$ cat src/rtl/tomasulo_pkg.sv
// Shared definitions for the Tomasulo front-end: opcode map, instruction
// field positions and reservation-station classes. The decoder imports
// this package too, so field positions live here and nowhere else.
package tomasulo_pkg;

    localparam logic [2:0] OP_NOP  = 3'd0;
    localparam logic [2:0] OP_LD   = 3'd1;
    localparam logic [2:0] OP_ST   = 3'd2;
    localparam logic [2:0] OP_ADD  = 3'd3;
    localparam logic [2:0] OP_SUB  = 3'd4;
    localparam logic [2:0] OP_MUL  = 3'd5;
    localparam logic [2:0] OP_DIV  = 3'd6;
    localparam logic [2:0] OP_HALT = 3'd7;

    localparam int OPC_LSB = 0;
    localparam int OPC_MSB = 2;
    localparam int RD_LSB  = 3;
    localparam int RD_MSB  = 5;
    localparam int RS_LSB  = 6;
    localparam int RS_MSB  = 8;
    localparam int OFF_LSB = 9;
    localparam int OFF_MSB = 15;

    localparam logic [1:0] CLS_NONE = 2'd0;
    localparam logic [1:0] CLS_AS   = 2'd1;
    localparam logic [1:0] CLS_LS   = 2'd2;

    // Which reservation station an opcode needs a free slot in.
    // HALT never reaches the queue, so it is grouped with NOP.
    function automatic logic [1:0] op_class(input logic [2:0] op);
        logic [1:0] cls;
        case (op)
            OP_LD, OP_ST:                   cls = CLS_LS;
            OP_ADD, OP_SUB, OP_MUL, OP_DIV: cls = CLS_AS;
            default:                        cls = CLS_NONE;
        endcase
        return cls;
    endfunction

endpackage

$ cat src/rtl/instr_fifo.sv
// Small synchronous FIFO holding fetched instructions. Occupancy is kept
// as an explicit count so full/empty never depend on pointer comparison.
// The caller guarantees no push when full and no pop when empty.
module instr_fifo #(
    parameter int DEPTH = 4,
    parameter int IW    = 16
) (
    input  logic                         CLK,
    input  logic                         CLR,
    input  logic                         push,
    input  logic                         pop,
    input  logic [IW-1:0]                din,
    output logic [IW-1:0]                head,
    output logic [$clog2(DEPTH+1)-1:0]   count
);

    localparam int AW = $clog2(DEPTH);
    localparam int CW = $clog2(DEPTH+1);

    logic [IW-1:0] mem [DEPTH];
    logic [AW-1:0] wr_ptr;
    logic [AW-1:0] rd_ptr;

    // Storage write; contents need no reset because count gates every read.
    always_ff @(posedge CLK) begin
        if (push) begin
            mem[wr_ptr] <= din;
        end
    end

    // Pointer and occupancy bookkeeping; pointers wrap at the power-of-two depth.
    always_ff @(posedge CLK or posedge CLR) begin
        if (CLR) begin
            wr_ptr <= '0;
            rd_ptr <= '0;
            count  <= '0;
        end else begin
            if (push) begin
                wr_ptr <= wr_ptr + AW'(1);
            end
            if (pop) begin
                rd_ptr <= rd_ptr + AW'(1);
            end
            case ({push, pop})
                2'b10:   count <= count + CW'(1);
                2'b01:   count <= count - CW'(1);
                default: count <= count;
            endcase
        end
    end

    assign head = mem[rd_ptr];

endmodule

$ cat src/rtl/instr_queue.sv
// Fetch/issue front-end. Walks the PC through the instruction ROM,
// buffers words in instr_fifo, and releases the head to the decoder only
// when the station it targets has room. Fetching stops for good on HALT.
module instr_queue
    import tomasulo_pkg::*;
#(
    parameter int DEPTH = 4,
    parameter int PCW   = 8,
    parameter int IW    = 16
) (
    input  logic                         CLK,
    input  logic                         CLR,
    input  logic                         fetch_en,
    output logic [PCW-1:0]               imem_addr,
    input  logic [IW-1:0]                imem_data,
    input  logic                         ASFull,
    input  logic                         LSFull,
    output logic [IW-1:0]                instr_out,
    output logic                         issue_valid,
    output logic [$clog2(DEPTH+1)-1:0]   q_count,
    output logic                         halted,
    output logic                         done
);

    localparam int CW = $clog2(DEPTH+1);
    localparam logic [CW-1:0] FULL_COUNT = CW'(DEPTH);

    logic [PCW-1:0] pc;
    logic [IW-1:0]  head;
    logic [CW-1:0]  count;
    logic           fetch_ok;
    logic           fetch_is_halt;
    logic           push;
    logic           pop;
    logic           station_free;

    instr_fifo #(
        .DEPTH (DEPTH),
        .IW    (IW)
    ) u_fifo (
        .CLK   (CLK),
        .CLR   (CLR),
        .push  (push),
        .pop   (pop),
        .din   (imem_data),
        .head  (head),
        .count (count)
    );

    // Fetch and issue decisions, all taken from the current registered state.
    always_comb begin
        fetch_ok      = fetch_en && !halted && (count < FULL_COUNT);
        fetch_is_halt = (imem_data[OPC_MSB:OPC_LSB] == OP_HALT);
        push          = fetch_ok && !fetch_is_halt;
        case (op_class(head[OPC_MSB:OPC_LSB]))
            CLS_AS:  station_free = !ASFull;
            CLS_LS:  station_free = !LSFull;
            default: station_free = 1'b1;
        endcase
        pop = (count != '0) && station_free;
    end

    // PC, halt flag and the registered issue port toward the decoder.
    always_ff @(posedge CLK or posedge CLR) begin
        if (CLR) begin
            pc          <= '0;
            halted      <= 1'b0;
            instr_out   <= '0;
            issue_valid <= 1'b0;
        end else begin
            if (fetch_ok) begin
                if (fetch_is_halt) begin
                    halted <= 1'b1;
                end else begin
                    pc <= pc + PCW'(1);
                end
            end
            if (pop) begin
                instr_out   <= head;
                issue_valid <= 1'b1;
            end else begin
                instr_out   <= '0;
                issue_valid <= 1'b0;
            end
        end
    end

    assign imem_addr = pc;
    assign q_count   = count;
    assign done      = halted && (count == '0) && !issue_valid;

endmodule

$ cat config.mk
export PLATFORM = sky130hd
export DESIGN_NAME = instr_queue
export DESIGN_NICKNAME = d
export VERILOG_FILES = /design/src/rtl/tomasulo_pkg.sv /design/src/rtl/instr_fifo.sv /design/src/rtl/instr_queue.sv
export SDC_FILE = /design/constraint.sdc
export NUM_CORES = 1
export LEC_CHECK = 0
export BUFFER_PORTS_ARGS = -buffer_cell sky130_fd_sc_hd__buf_2
export CAP_MARGIN = 20
export CORE_MARGIN = 2
export CORE_UTILIZATION = 61
export CTS_BUF_LIST = sky130_fd_sc_hd__clkbuf_16
export DETAILED_ROUTE_END_ITERATION = 16
export PLACE_DENSITY = 0.82
export SLEW_MARGIN = 40
export SYNTH_ARGS = -nofsm -noshare
export SYNTH_HDL_FRONTEND = slang
export SYNTH_SLANG_ARGS = --single-unit
$ cat constraint.sdc
create_clock -name CLK -period 4.7 [get_ports CLK]
set_input_delay 0.47 -clock CLK [delete_from_list [all_inputs] [get_ports CLK]]
set_output_delay 0.47 -clock CLK [all_outputs]
set_load 0.02 [all_outputs]
After elaboration in Yosys (flattened, before gate mapping). Memory sizes are Yosys's and may differ from the RTL's. Cells that the tools add are included.

Memories: 1. Output and inout bits: 30. Memory bits (writable): 64. Latch bits: 0. Register bits: 33. Logic and storage cells: 51. ROM bits: 0.

Memory list: u_fifo.mem (depth 4, width 16, rd ports 1, clocked after Yosys merged registers in 0, wr ports 1, line instr_fifo.sv:20) `logic [IW-1:0] mem [DEPTH];`.

Shifts and indexed selects: 0. Mux-type cells: 7. Add/subtract/negate cells: 5. $lt $le $gt $ge: 1. Div/mod/pow operators: 0. Eq/ne operators: 11. Reductions and logical operators: 18. Bitwise gates (word level): 1. Multiply operators: 0.

Operators with widths (number): $mux 16 (1); $eq 3x3->1 const B (4); $add 8x1->8 const B (1); $eq 3x2->1 const B (2); $logic_and 1x1->1 (6); $pmux 3 s2 (1); $logic_not 1->1 (5); $add 2x1->2 const B (2); $eq 2x1->1 const B (2); $eq 2x2->1 const B (2); $pmux 2 s2 (1); $reduce_and 2->1 (2); $reduce_or 4->1 (1); $add 3x1->3 const B (1); $eq 3x1->1 const B (1); $logic_not 3->1 (1); $lt 3x3->1 const B (1); $mux 1 (3); $reduce_bool 3->1 (1); $sub 3x1->3 const B (1); $pmux 1 s2 (1); $reduce_bool 2->1 (1); $reduce_or 2->1 (1); $not 1->1 (1).

Depth between registers and ports, before layout. Gate-level depths: netlist of the first run. An unclocked memory read counts as a cell.

Depth after elaboration: 9. Gate-level depth with buffers: 15. Gate-level depth less buffers: 13.

Modules after synthesis. From an unflattened synthesis of the first run, not the netlist that was laid out.

Cell total of the unflattened synthesis: 199. Area, all modules: 3813.7 um^2.

Modules (own cells, without submodules): instr_fifo (cells an instance 116, times used 1, area an instance 2731.4 um^2); instr_queue (cells an instance 83, times used 1, area an instance 1082.3 um^2).

Worst setup path before layout of the first run. Ideal clock, no wire load.

Path type: register -> register. From: reg u_fifo.rd_ptr[0]. To: reg u_fifo.count[2]. Path slack: 1.644 ns. Period minus slack after synthesis: 3.056 ns. Library setup time: 0.122 ns. Arrival time: 2.934 ns. Required time: 4.578 ns. Stages on the path, launching flop included: 16. Cells stage by stage: dfrtp_1 buf_6 mux4_2 xor2_1 and2_1 ha_1 nor2b_1 o31ai_4 buf_4 inv_1 ha_1 inv_1 fa_1 xor2_1 nor2_1 xnor2_1.

Word-level cells in the longest chain between the ends: 9. Elaborated cells on any way between the ends: 18. Classes of those cells: 10 x eq/ne; 3 x mux; 4 x reduce/logical; 1 x memory.

RTL lines: start: declaration (line instr_fifo.sv:22) `logic [AW-1:0] rd_ptr;`; start signal: assignment (line instr_fifo.sv:42) `rd_ptr <= rd_ptr + AW'(1);`; $mem_v2 4x16 (*); $eq 3x2->1 (tied with other cells) (line tomasulo_pkg.sv:32) `case (op)`; $reduce_or 4->1 or $reduce_or 2->1 (tied branches) (line tomasulo_pkg.sv:32); $pmux 2 s2 (*) (line tomasulo_pkg.sv:32); $eq 2x2->1 or $eq 2x1->1 (tied branches) (line instr_queue.sv:55) `case (op_class(head[OPC_MSB:OPC_LSB]))`; $pmux 1 s2 (*) (line instr_queue.sv:55); $logic_and 1x1->1 (*) (line instr_queue.sv:60) `pop = (count != '0) && station_free;`; via pop (line instr_queue.sv:34) `logic pop;`; $eq 2x1->1 or $eq 2x2->1 (tied branches) (line instr_fifo.sv:44) `case ({push, pop})`; $pmux 3 s2 or $reduce_bool 2->1 (tied branches); end signal: assignment (line instr_fifo.sv:45) `2'b10: count <= count + CW'(1);`; end signal: assignment (line instr_fifo.sv:46) `2'b01: count <= count - CW'(1);`; end signal: assignment (line instr_fifo.sv:47) `default: count <= count;`; end: declaration (line instr_fifo.sv:14) `output logic [$clog2(DEPTH+1)-1:0] count`.

Mark *: on every way through the listed nets, which the timed path passes. The rest lies on a longest branch. A chain may end at the register's enable or synchronous reset.

Final worst setup path of the first run.
From: reg u_fifo.rd_ptr[1]. To: reg u_fifo.count[2].

The elaborated chain is that of the path after synthesis.

==> results of run 1 <==
-- kinds of logic after synthesis --
kind of cell	count (synthesis)	synth area share [%]
AOI/OAI and AO/OA	4	1.15
xor gates and xnor gates	16	3.68
adders and majority gates	9	3.15
buffers and inverters	18	2.23
DFF	97	72.1
muxes	18	10.2
and+or+nand+nor	45	7.52
-- state kept, by name, summed over array words and instances, names as in the netlist --
| name | count |
|---|---|
| u_fifo.wr_ptr | 2 |
| u_fifo.rd_ptr | 2 |
| u_fifo.count | 3 |
| imem_addr | 8 |
| instr_out | 16 |
| issue_valid | 1 |
| halted | 1 |
| u_fifo.mem | 64 |
-- worst max-delay path by stage --
stage / from / end / slack (ps) / depth (start not counted)
floorplan: u_fifo.rd_ptr[0] / u_fifo.count[2] / 1640 / 15
global route: u_fifo.rd_ptr[1] / u_fifo.count[2] / 970 / 14
global placement: u_fifo.rd_ptr[1] / u_fifo.count[2] / 1360 / 14
CTS: u_fifo.rd_ptr[1] / u_fifo.count[2] / 1170 / 14
detailed placement: u_fifo.rd_ptr[1] / u_fifo.count[2] / 1220 / 14
finish: u_fifo.rd_ptr[1] / u_fifo.count[2] / 1180 / 14
-- power breakdown --
part | internal (mW) | switching (mW)
clock | 0.422 | 0.320
combinational | 0.538 | 0.668
sequential | 1.08 | 0.129
total | 2.05 | 1.12
-- per-stage QoR --
step                      utilization, %  std cells  power (mW)  setup slack, ps  cell area (um^2)
after detailed placement            69.1        329        2.43             1220              4140
after global routing                74.6        346        3.36              972              4470
final                               74.6        346        3.16             1180              4470
after global placement              69.1        329        2.37             1360              4140
after floorplan                        -        207        2.13             1640              3810
after CTS                           74.3        345        3.20             1170              4450
-- area by class of cell --
type,count,area [um^2]
sequential,97,2750
fill,352,1520
multi-input combinational,92,983
timing repair buffer,54,284
clock buffer,9,225
tap,75,93.8
clock inverter,7,87.6
inverter,12,45.0
-- synthesized netlist by cell type (all sizes together), types with 4 or more instances --
| master | count | area, um^2 |
|---|---|---|
| nor2 | 5 | 21.3 |
| and3 | 5 | 31.3 |
| nand3 | 4 | 20.0 |
| nor2b | 15 | 93.8 |
| edfxtp | 64 | 1920 |
| xnor2 | 10 | 87.6 |
| mux4 | 16 | 368 |
| xor2 | 6 | 52.6 |
| buf | 5 | 36.3 |
| inv | 12 | 45.0 |
| ha | 8 | 100 |
| nand2 | 4 | 15.0 |
| dfrtp | 33 | 826 |
-- critical path, delay by kind of cell (launching register included) --
| family | cells | cell delay [ps] |
|---|---|---|
| flip-flops | 1 | 830 |
| adder cells (fa/ha/maj) | 3 | 690 |
| AND/OR/NAND/NOR | 3 | 520 |
| XOR/XNOR | 3 | 490 |
| multiplexers | 1 | 450 |
| buffers and inverters | 3 | 370 |
| AO/OA/AOI/OAI | 1 | 80 |
-- routing by layer --
metal | GRT usage (%) | vias to the layer above | wire length [um]
li1 | - | 889 | -
met1 | 25.1 | 993 | 2630
met2 | 32.7 | 70 | 3240
met3 | 4.87 | 7 | 351
met4 | 7.15 | 0 | 94
met5 | 0 | - | 0
-- cell usage in the layout (no fill, tap or decap), types with 2 or more instances in the layout --
cell / netlist / layout
and3_1: 5 / 2
and3_2: 0 / 3
buf_2: 2 / 50
buf_4: 2 / 3
clkbuf_16: 0 / 9
clkinvlp_4: 0 / 2
dfrtp_1: 33 / 33
edfxtp_1: 64 / 64
ha_1: 8 / 8
inv_1: 12 / 12
inv_6: 0 / 3
mux4_1: 2 / 2
mux4_2: 14 / 14
nand2_1: 4 / 4
nand3_1: 4 / 4
nand4_1: 2 / 2
nor2_1: 4 / 4
nor2b_1: 15 / 15
nor3b_1: 2 / 2
nor4_2: 2 / 2
xnor2_1: 10 / 10
xor2_1: 6 / 6
==> results by group, run 1 <==
Worst setup path
  – Slowest Stage Delay on Critical Path: around 830 ps
  – Origin of the critical flop-to-flop path: u_fifo.rd_ptr[1]
  – Endpoint of the most critical register-to-register path: u_fifo.count[2]
  – Setup slack of the most critical reg-to-reg path: between 1000 and 1500 ps
  – Worst-path cell chain: mux4_2 > xor2_1 > and2_1 > ha_1 > nor2b_1 > o31ai_4 > buf_4 > inv_1 > ha_1 > inv_1 > fa_1 > xor2_1 > nor2_1 > xnor2_1
  – Cell with the largest stage delay on the worst path: dfrtp_1
  – Path type of the worst setup path: flop to flop
  – FF-to-FF path depth: 14
  – Largest fanout on the critical path: 18
  – Required time of the critical path: 4950 ps
  – Worst Setup End Kind: flop
  – Arrival @ worst endpoint: 3770 ps
  – Worst Setup Start Kind: flop

Global route
  – Via count of the first global-routing pass: 1987
  – Wire length of the first global-routing pass: a little over 10000 um
  – Tot GR Track Use: 19.5%
  – Number of antenna violations at the first check in global routing: 0
  – Remaining global-route overflow: 0
  – Maximum number of pins on one net before global-route repair: 34

Place
  – Detailed placement HPWL: 4170 um
  – IO Port Bufs: 50
  – Final RePlAce weighted congestion: between 0.7 and 0.8

Pwr
  – IR Drop Worst-Case VDD: 0.000638 V
  – Static Leakage: 1.77 nW
  – Power per cell area: 708 mW/mm^2

Drt
  – Routed len/inst: about 18 um
  – Length of the first detailed-routing pass in iterations: 4
  – Detailed-route DRC error count: 0
  – DRC violation total after the first TritonRoute iteration: 137
  – Total number of vias: between 1500 and 2000
  – Antenna viol nets, final: 0
  – Routed via count divided by cell count: 5.66
  – Total Wirelength: 6320 um

Floorplan
  – Die height: 83.1 um
  – Core Region: 0.00599 mm^2
  – Total I/O pin count: 51
  – Std-Cell Rows: 28
  – Initial standard-cell utilization of the core: approximately 64%
  – Die Width: around 83 um
  – DIE AREA: 0.00690 mm^2

Synth
  – Flip-flop cell with the highest count after synthesis: edfxtp_1
  – Fraction of registers with async set or reset after synthesis: between 30% and 40%
  – FF+latch count, synth: just under 100
  – Number of unique standard cell types used by synthesis: 34
  – Number of enable-type register cells in the synthesized netlist: 64
  – Summed instance area of the synthesized netlist: 0.00381 mm^2
  – Yosys warning count: 0
  – Gate count after technology mapping: 207
  – Post-synthesis average cell area: 18.4 um^2
  – Seq/Total Area, Yosys: 72.1%
  – Syn Nets: 237

CTS
  – H-tree Lvls: 3
  – CTS tree: done
  – Post-CTS setup repair buffer count: 0
  – Buffer cell driving the clock tree root: clkbuf_16
  – # hold bufs at CTS: 0
  – Clock buffer depth: 2
  – Post-cts resize count: 0
  – Cts bufs inserted: 9
  – Clock latency of the later-clocked register in the worst-skew pair: 340 ps
  – Number of clock sinks: 97
  – Clock transition at the registers of the reported paths: 70 ps

Timing
  – Post-route setup TNS: 0 ps
  – Clock period minus final worst setup slack: 3520 ps
  – Relative slew margins: 49.7%
  – Final clock period utilization by the worst path: 75.0%
  – Hold Fails Final Rpt: 0
  – Pin slew with the least headroom to its limit: 754 ps
  – Achievable frequency: 284 MHz
  – Count of final max-slew check failures: 0
  – Unrepaired setup endpoints after global routing: no
  – Worst hold margin: 216 ps
  – Endpoints failing setup: 0
  – Clock tree skew after final layout: 5.86 ps

Worst hold path
  – Worst min-delay path class: input pin to async pin

Layout
  – Area delta synth->final: 17.2%
  – Share of post-route cells with drive strength above 1: 35.1%
  – Number of antenna cells inserted: 0
  – NumNets Final: 296

Run
  – Max-cap viol count: 0

Outcome
  – Run status: complete, no violations
(Power assumes the default switching activity.)
==> run 2: changes to the inputs <==
--- a/config.mk
+++ b/config.mk
@@ -5,13 +5,14 @@
 export SDC_FILE = /design/constraint.sdc
 export NUM_CORES = 1
 export LEC_CHECK = 0
+export ABC_AREA = 1
 export BUFFER_PORTS_ARGS = -buffer_cell sky130_fd_sc_hd__buf_2
 export CAP_MARGIN = 20
 export CORE_MARGIN = 2
-export CORE_UTILIZATION = 61
+export CORE_UTILIZATION = 57
 export CTS_BUF_LIST = sky130_fd_sc_hd__clkbuf_16
 export DETAILED_ROUTE_END_ITERATION = 16
-export PLACE_DENSITY = 0.82
+export PLACE_DENSITY = 0.77
 export SLEW_MARGIN = 40
 export SYNTH_ARGS = -nofsm -noshare
 export SYNTH_HDL_FRONTEND = slang
==> constraint.sdc (replaced) <==
create_clock -name CLK -period 3.5 [get_ports CLK]
set_input_delay 0.35 -clock CLK [delete_from_list [all_inputs] [get_ports CLK]]
set_output_delay 0.35 -clock CLK [all_outputs]
set_load 0.02 [all_outputs]
==> run 2 against run 1 <==
Effect of this change:
- clock skew grew 2.3 ps
- utilization shrank 6.0 points
- total power grew 23%
- sequential share of layout area shrank 2.6 points
- largest power group is now combinational cells
- largest cell class unchanged
- non-clock buffer count grew 6
- highest routed layer unchanged
- clock power grew 39%
==> results by group, run 2 <==
Drt
  – Length of the first detailed-routing pass in iterations: 4 (unchanged)
  – Routed via count divided by cell count: 5.07 (was 5.66)
  – Total number of vias: 2585 (was 1959)
  – Total Wirelength: 7520 um (was 6320 um)
  – DRC violation total after the first TritonRoute iteration: 246 (was 137)
  – Antenna viol nets, final: 0 (unchanged)
  – Routed len/inst: 14.7 um (was 18.3 um)
  – Detailed-route DRC error count: 0 (unchanged)

Pwr
  – Power per cell area: 837 mW/mm^2 (was 708 mW/mm^2)
  – Static Leakage: 2.06 nW (was 1.77 nW)
  – IR Drop Worst-Case VDD: 0.000418 V (was 0.000638 V)
  – Total Power Consumption: 3.90 mW (was 3.16 mW)

Synth
  – Number of unique standard cell types used by synthesis: 29 (was 34)
  – Number of enable-type register cells in the synthesized netlist: 64 (unchanged)
  – FF+latch count, synth: 97 (unchanged)
  – Commonest cells in the synthesized netlist: edfxtp_1, nor2_1, nand2_1, dfrtp_1, inv_1 (was edfxtp_1, dfrtp_1, nor2b_1, mux4_2, inv_1)
  – Summed instance area of the synthesized netlist: 0.00401 mm^2 (was 0.00381 mm^2)
  – Syn Nets: 381 (was 237)
  – Post-synthesis average cell area: 11.4 um^2 (was 18.4 um^2)
  – Fraction of registers with async set or reset after synthesis: 34.0% (unchanged)
  – Post-synth top area share: 48.0% (was 50.4%)
  – Gate count after technology mapping: 351 (was 207)
  – Library cell with the largest summed area after synthesis: edfxtp_1 (unchanged)
  – Flip-flop cell with the highest count after synthesis: edfxtp_1 (unchanged)
  – Seq/Total Area, Yosys: 68.6% (was 72.1%)
  – Main area contributors after synthesis: edfxtp_1, dfrtp_1, nor2_1, nand2_1, o21ai_0 (was edfxtp_1, dfrtp_1, mux4_2, ha_1, nor2b_1)
  – Yosys warning count: 0 (unchanged)
  – Most numerous cell in the Yosys netlist: edfxtp_1 (unchanged)

Layout
  – Number of antenna cells inserted: 0 (unchanged)
  – Post-route cell area: 0.00466 mm^2 (was 0.00447 mm^2)
  – NumNets Final: 439 (was 296)
  – Fin cells: 510 (was 346)
  – Leading cell types in the layout, fill and taps excluded: edfxtp_1, nor2_1, nand2_1 (was edfxtp_1, buf_2, dfrtp_1)
  – Share of post-route cells with drive strength above 1: 20.0% (was 35.1%)
  – Area delta synth->final: 16.3% (was 17.2%)
  – Total area of sequential cells: 0.00275 mm^2 (unchanged)
  – Filler cells: 468 (was 352)
  – Most common cell after layout, fill and taps aside: edfxtp_1 (unchanged)
  – Top reg by flops: u_fifo.mem (unchanged)
  – Max reg flops: 64 (unchanged)
  – Combined area of the multi-input logic cells: 0.00101 mm^2 (was 983 um^2)

Worst setup path
  – Origin of the critical flop-to-flop path: u_fifo.rd_ptr[0] (was u_fifo.rd_ptr[1])
  – Worst-path cell chain: buf_4 > nand2_1 > nand3_1 > nand2_1 > inv_2 > nand2_1 > nand2_2 > inv_2 > ha_1 > nand3b_1 > nand2_2 > inv_1 > ha_1 > inv_1 > fa_1 > a21oi_1 > o21ai_0 > xor2_1 (was mux4_2 > xor2_1 > and2_1 > ha_1 > nor2b_1 > o31ai_4 > buf_4 > inv_1 > ha_1 > inv_1 > fa_1 > xor2_1 > nor2_1 > xnor2_1)
  – Most repeated library cell on the critical path: nand2_1
  – Path type of the worst setup path: flop to flop (unchanged)
  – Arrival @ worst endpoint: 3160 ps (was 3770 ps)
  – Largest fanout on the critical path: 22 (was 18)
  – Worst Setup Start Kind: flop (unchanged)
  – Slowest Stage Delay on Critical Path: 440 ps (was 830 ps)
  – Endpoint of the most critical register-to-register path: u_fifo.count[2] (unchanged)
  – FF-to-FF path depth: 18 (was 14)
  – Worst Setup End Kind: flop (unchanged)
  – Required time of the critical path: 3710 ps (was 4950 ps)
  – Cell with the largest stage delay on the worst path: dfrtp_1 (unchanged)
  – Setup slack of the most critical reg-to-reg path: 550 ps (was 1180 ps)

Floorplan
  – Std-Cell Rows: 30 (was 28)
  – Core Region: 0.00679 mm^2 (was 0.00599 mm^2)
  – Die height: 87.8 um (was 83.1 um)
  – Total I/O pin count: 51 (unchanged)
  – Die Width: 87.8 um (was 83.1 um)
  – DIE AREA: 0.00771 mm^2 (was 0.00690 mm^2)
  – Initial standard-cell utilization of the core: 59.0% (was 63.6%)

Timing
  – Hold Fails Final Rpt: 0 (unchanged)
  – Post-route setup TNS: 0 ps (unchanged)
  – Worst hold margin: 109 ps (was 216 ps)
  – Endpoints failing setup: 0 (unchanged)
  – Unrepaired setup endpoints after global routing: no (unchanged)
  – Achievable frequency: 339 MHz (was 284 MHz)
  – Relative slew margins: 59.7% (was 49.7%)
  – Pin slew with the least headroom to its limit: 604 ps (was 754 ps)
  – Clock period minus final worst setup slack: 2950 ps (was 3520 ps)
  – Count of final max-slew check failures: 0 (unchanged)
  – Final clock period utilization by the worst path: 84.2% (was 75.0%)
  – Clock tree skew after final layout: 8.14 ps (was 5.86 ps)

Global route
  – Tot GR Track Use: 21.1% (was 19.5%)
  – Number of antenna violations at the first check in global routing: 0 (unchanged)
  – Wire length of the first global-routing pass: 11900 um (was 10100 um)
  – Via count of the first global-routing pass: 2440 (was 1987)
  – Maximum number of pins on one net before global-route repair: 36 (was 34)
  – Remaining global-route overflow: 0 (unchanged)

Worst hold path
  – Worst min-delay path class: input pin to async pin (unchanged)

Run
  – Max-cap viol count: 0 (unchanged)

CTS
  – Clock latency of the later-clocked register in the worst-skew pair: 330 ps (was 340 ps)
  – H-tree Lvls: 3 (unchanged)
  – Post-cts resize count: 0 (unchanged)
  – Number of clock sinks: 97 (unchanged)
  – Cts bufs inserted: 9 (unchanged)
  – # hold bufs at CTS: 0 (unchanged)
  – Post-CTS setup repair buffer count: 0 (unchanged)
  – Clock transition at the registers of the reported paths: 70 ps (about the same)
  – CTS tree: done (unchanged)
  – Clock buffer depth: 2 (unchanged)
  – Buffer cell driving the clock tree root: clkbuf_16 (unchanged)

Place
  – Final RePlAce weighted congestion: 0.765 (was 0.718)
  – Instance count after placement with tap cells included: 494 (was 329)
  – Detailed placement HPWL: 4680 um (was 4170 um)
  – Placement-stage cell area: 0.00434 mm^2 (was 0.00414 mm^2)
  – IO Port Bufs: 50 (unchanged)

Outcome
  – Run status: complete, no violations (unchanged)
[run 2: area by class of cell]
class | count | share of cell area (%)
clock buffer | 9 | 4.83
tap | 96 | 2.58
multi-input combinational | 206 | 21.7
sequential | 97 | 59.0
clock inverter | 7 | 2.01
timing repair buffer | 60 | 6.98
inverter | 35 | 2.93
[run 2: critical path, delay by kind of cell, from the launching register on]
family | cells | cell delay (ps)
buffers and inverters | 5 | 560
AND/OR/NAND/NOR | 7 | 650
adder cells (fa/ha/maj) | 3 | 770
AO/OA/AOI/OAI | 2 | 260
flip-flops | 1 | 440
XOR/XNOR | 1 | 150
[run 2: cells by family (layout without fill, tap and decap cells)]
kind of cell | count (synthesis) | after routing | synth area share, %
and+or+nand+nor | 140 | 140 | 14.5
DFF | 97 | 97 | 68.6
AOI/OAI and AO/OA | 50 | 50 | 6.25
buffers and inverters | 48 | 111 | 6.15
adders and majority gates | 9 | 9 | 3.00
xor gates and xnor gates | 7 | 7 | 1.53
[run 2: stage by stage]
| step | utilization (%) | setup slack [ps] |
|---|---|---|
| after floorplan | - | 874 |
| after global placement | 63.9 | 734 |
| after detailed placement | 63.9 | 598 |
| after CTS | 68.6 | 541 |
| after global routing | 68.6 | 324 |
| final | 68.6 | 553 |
[run 2: worst max path at each step]
stage               slack (ps)  cells after the start         endpoint        startpoint
floorplan                  870                     18  u_fifo.count[2]  u_fifo.rd_ptr[0]
global placement           730                     18  u_fifo.count[2]  u_fifo.rd_ptr[0]
detailed placement         600                     18  u_fifo.count[2]  u_fifo.rd_ptr[0]
CTS                        540                     18  u_fifo.count[2]  u_fifo.rd_ptr[0]
global route               320                     18  u_fifo.count[2]  u_fifo.rd_ptr[0]
finish                     550                     18  u_fifo.count[2]  u_fifo.rd_ptr[0]
[run 2: routing by layer]
| metal | GRT usage [%] | vias to the layer above | part of all wire [%] |
|---|---|---|---|
| li1 | - | 1286 | - |
| met1 | 27.7 | 1223 | 43 |
| met2 | 34.5 | 69 | 51 |
| met3 | 4.15 | 7 | 5.4 |
| met4 | 9.51 | 0 | 1.3 |
| met5 | 0 | - | 0 |
[run 2: power breakdown]
part           total (mW)  internal, mW  switching [mW]  leakage (nW)
logic                1.45         0.479           0.975         0.922
clock network        1.03         0.627           0.407         0.158
registers            1.41          1.36          0.0489         0.984
total                3.90          2.47            1.43          2.06
==> run 3: changes to the inputs <==
--- a/config.mk
+++ b/config.mk
@@ -5,7 +5,7 @@
 export SDC_FILE = /design/constraint.sdc
 export NUM_CORES = 1
 export LEC_CHECK = 0
-export ABC_AREA = 1
+export ABC_AREA = 0
 export BUFFER_PORTS_ARGS = -buffer_cell sky130_fd_sc_hd__buf_2
 export CAP_MARGIN = 20
 export CORE_MARGIN = 2
==> constraint.sdc (replaced) <==
create_clock -name CLK -period 2.8 [get_ports CLK]
set_input_delay 0.28 -clock CLK [delete_from_list [all_inputs] [get_ports CLK]]
set_output_delay 0.28 -clock CLK [all_outputs]
set_load 0.02 [all_outputs]
==> run 3 against run 2 <==
Effect of this change:
- the run now ends with negative setup slack left
- flip-flop and latch count is the same
- sequential power up 40%
- first-iteration DRC count shrank 56%
- sequential share of layout area rose by 0.99 points
- combinational power rose by 59%
- clock-buffer cell count did not move
- routed wire length fell by 17%
- critical path depth down 7
- final area is 1.6% lower
- clock skew down 3.1 ps
- highest routed layer unchanged
- largest power group unchanged
==> results by group, run 3 (synthesis gave the netlist of run 1 again) <==
Drt
  – Total number of vias: 1941 (was 2585)
  – Routed len/inst: 17.5 um (was 14.7 um)
  – Detailed-route DRC error count: 0 (unchanged)
  – Routed via count divided by cell count: 5.45 (was 5.07)
  – Antenna viol nets, final: 0 (unchanged)
  – DRC violation total after the first TritonRoute iteration: 109 (was 246)
  – Length of the first detailed-routing pass in iterations: 6 (was 4)
  – Total Wirelength: 6250 um (was 7520 um)

Worst setup path
  – Setup slack of the most critical reg-to-reg path: -40 ps (was 550 ps)
  – Arrival @ worst endpoint: 3100 ps (was 3160 ps)
  – Number of buffers and inverters on the critical path: 2 (was 5)
  – Endpoint of the most critical register-to-register path: u_fifo.count[1] (was u_fifo.count[2])
  – Worst Setup End Kind: flop (unchanged)
  – Path type of the worst setup path: flop to flop (unchanged)
  – Slowest Stage Delay on Critical Path: 570 ps (was 440 ps)
  – Worst-path cell chain: mux4_2 > xor2_1 > and2_1 > ha_2 > nor2b_4 > o31ai_4 > inv_4 > ha_4 > inv_2 > fa_2 > mux2i_1 (was buf_4 > nand2_1 > nand3_1 > nand2_1 > inv_2 > nand2_1 > nand2_2 > inv_2 > ha_1 > nand3b_1 > nand2_2 > inv_1 > ha_1 > inv_1 > fa_1 > a21oi_1 > o21ai_0 > xor2_1)
  – Largest fanout on the critical path: 5 (was 22)
  – Worst Setup Start Kind: flop (unchanged)
  – Cell with the largest stage delay on the worst path: mux4_2 (was dfrtp_1)
  – Required time of the critical path: 3060 ps (was 3710 ps)
  – Origin of the critical flop-to-flop path: u_fifo.rd_ptr[0] (unchanged)
  – Largest delay contributor family on the critical path: adder cells (unchanged)
  – FF-to-FF path depth: 11 (was 18)

Layout
  – Post-route cell area: 0.00459 mm^2 (was 0.00466 mm^2)
  – Fraction of the core area covered by cells at the end of the flow: 71.4% (was 68.6%)
  – Leading cell types in the layout, fill and taps excluded: edfxtp_1, buf_2, dfrtp_1 (was edfxtp_1, nor2_1, nand2_1)
  – NumNets Final: 304 (was 439)
  – Top reg by flops: u_fifo.mem (unchanged)
  – Number of antenna cells inserted: 0 (unchanged)
  – Share of post-route cells with drive strength above 1: 39.4% (was 20.0%)
  – Max reg flops: 64 (unchanged)
  – Most common cell after layout, fill and taps aside: edfxtp_1 (unchanged)
  – Area delta synth->final: 20.3% (was 16.3%)
  – Fin cells: 356 (was 510)

Place
  – Final RePlAce weighted congestion: 0.728 (was 0.765)
  – Placement-stage cell area: 0.00423 mm^2 (was 0.00434 mm^2)
  – Detailed placement HPWL: 4140 um (was 4680 um)
  – Worst-case setup slack after placement: -117 ps (was 598 ps)
  – Instance count after placement with tap cells included: 339 (was 494)
  – IO Port Bufs: 50 (unchanged)

Floorplan
  – DIE AREA: 0.00736 mm^2 (was 0.00771 mm^2)
  – Die Width: 85.8 um (was 87.8 um)
  – Core Region: 0.00642 mm^2 (was 0.00679 mm^2)
  – Std-Cell Rows: 29 (was 30)
  – Initial standard-cell utilization of the core: 59.4% (was 59.0%)
  – Total I/O pin count: 51 (unchanged)
  – Die height: 85.8 um (was 87.8 um)

Timing
  – Relative slew margins: 52.9% (was 59.7%)
  – Hold Fails Final Rpt: 0 (unchanged)
  – Worst Setup Slack, final: -43.8 ps (was 553 ps)
  – Count of final max-slew check failures: 0 (unchanged)
  – Endpoints failing setup: 2 (was 0)
  – Final clock period utilization by the worst path: 102% (was 84.2%)
  – Clock period minus final worst setup slack: 2840 ps (was 2950 ps)
  – Pin slew with the least headroom to its limit: 705 ps (was 604 ps)
  – Post-route setup TNS: -72.6 ps (was 0 ps)
  – Unrepaired setup endpoints after global routing: yes (was no)
  – Clock tree skew after final layout: 5.03 ps (was 8.14 ps)
  – Achievable frequency: 352 MHz (was 339 MHz)

Outcome
  – Run status: finished with violations (was complete, no violations)
  – Violations in the final reports: negative setup slack

CTS
  – H-tree Lvls: 3 (unchanged)
  – # hold bufs at CTS: 0 (unchanged)
  – Clock transition at the registers of the reported paths: 60 ps (was 70 ps)
  – Cts bufs inserted: 9 (unchanged)
  – Clock latency of the later-clocked register in the worst-skew pair: 340 ps (was 330 ps)
  – Number of clock sinks: 97 (unchanged)
  – CTS tree: done (unchanged)
  – Clock buffer depth: 2 (unchanged)
  – Buffer cell driving the clock tree root: clkbuf_16 (unchanged)

Run
  – Max-cap viol count: 0 (unchanged)

Global route
  – Remaining global-route overflow: 0 (unchanged)
  – Number of antenna violations at the first check in global routing: 0 (unchanged)
  – Tot GR Track Use: 18.8% (was 21.1%)
  – Via count of the first global-routing pass: 1965 (was 2440)
  – Maximum number of pins on one net before global-route repair: 19 (was 36)
  – Wire length of the first global-routing pass: 10000 um (was 11900 um)

Pwr
  – Static Leakage: 1.83 nW (was 2.06 nW)
  – IR Drop Worst-Case VDD: 0.000589 V (was 0.000418 V)
  – Power per cell area: 1220 mW/mm^2 (was 837 mW/mm^2)

Worst hold path
  – Worst min-delay path class: input pin to async pin (unchanged)
run 3: cell count changes in the layout (fill, tap and decap cells not counted), sizes merged, moves of 11 or more:
cell and change:
nand2 -54, o21ai -35, nor2 -54, nand3 -11
mux4 +16, a21oi -14, inv -25, nor2b +14
run 3: timing repair:
item,4_1_cts,5_1_grt
gates resized for setup,6,0
setup buffers,0,1
hold endpoints to repair,0,0
endpoints found under the setup margin,2,2
pin swaps,3,7
run 3: worst max path at each step:
stage / from / endpoint / cells after the start
3_3_place_gp: u_fifo.rd_ptr[0] / u_fifo.count[2] / 13
4_1_cts: u_fifo.rd_ptr[0] / u_fifo.count[2] / 13
6_report: u_fifo.rd_ptr[0] / u_fifo.count[1] / 11
3_5_place_dp: u_fifo.rd_ptr[0] / u_fifo.count[2] / 13
5_1_grt: u_fifo.rd_ptr[0] / u_fifo.count[1] / 11
2_1_floorplan: u_fifo.rd_ptr[0] / u_fifo.count[1] / 13
run 3: where the power goes:
| part | total, mW | internal [mW] | switching, mW | leakage, nW |
|---|---|---|---|---|
| registers | 1.98 | 1.82 | 0.161 | 0.983 |
| clock network | 1.28 | 0.780 | 0.496 | 0.149 |
| logic | 2.31 | 1.09 | 1.22 | 0.694 |
| total | 5.57 | 3.70 | 1.87 | 1.83 |
run 3: through the flow:
stage | hold slack (ps) | power, mW
2_1_floorplan | 379 | 3.69
3_3_place_gp | 386 | 4.18
5_1_grt | 97.9 | 5.92
4_1_cts | 36.0 | 5.64
3_5_place_dp | 393 | 4.26
6_report | 21.6 | 5.57
run 3: final cells by class:
type,instances,area [um^2]
clock buffers,9,225
clock inverters,7,92.6
fillers,408,1840
inverters,12,47.5
multi-input cells,92,1030
flip-flops and latches,97,2750
well taps,77,96.3
repair buffers,62,340
run 3: per-layer routing:
layer  track usage (%)  wire length, um  vias to the layer above
met5                 0                0                        -
met4              6.49               70                        0
met3              4.91              286                        8
met2              30.4             3100                       49
met1              25.1             2790                      979
li1                  -                -                      905
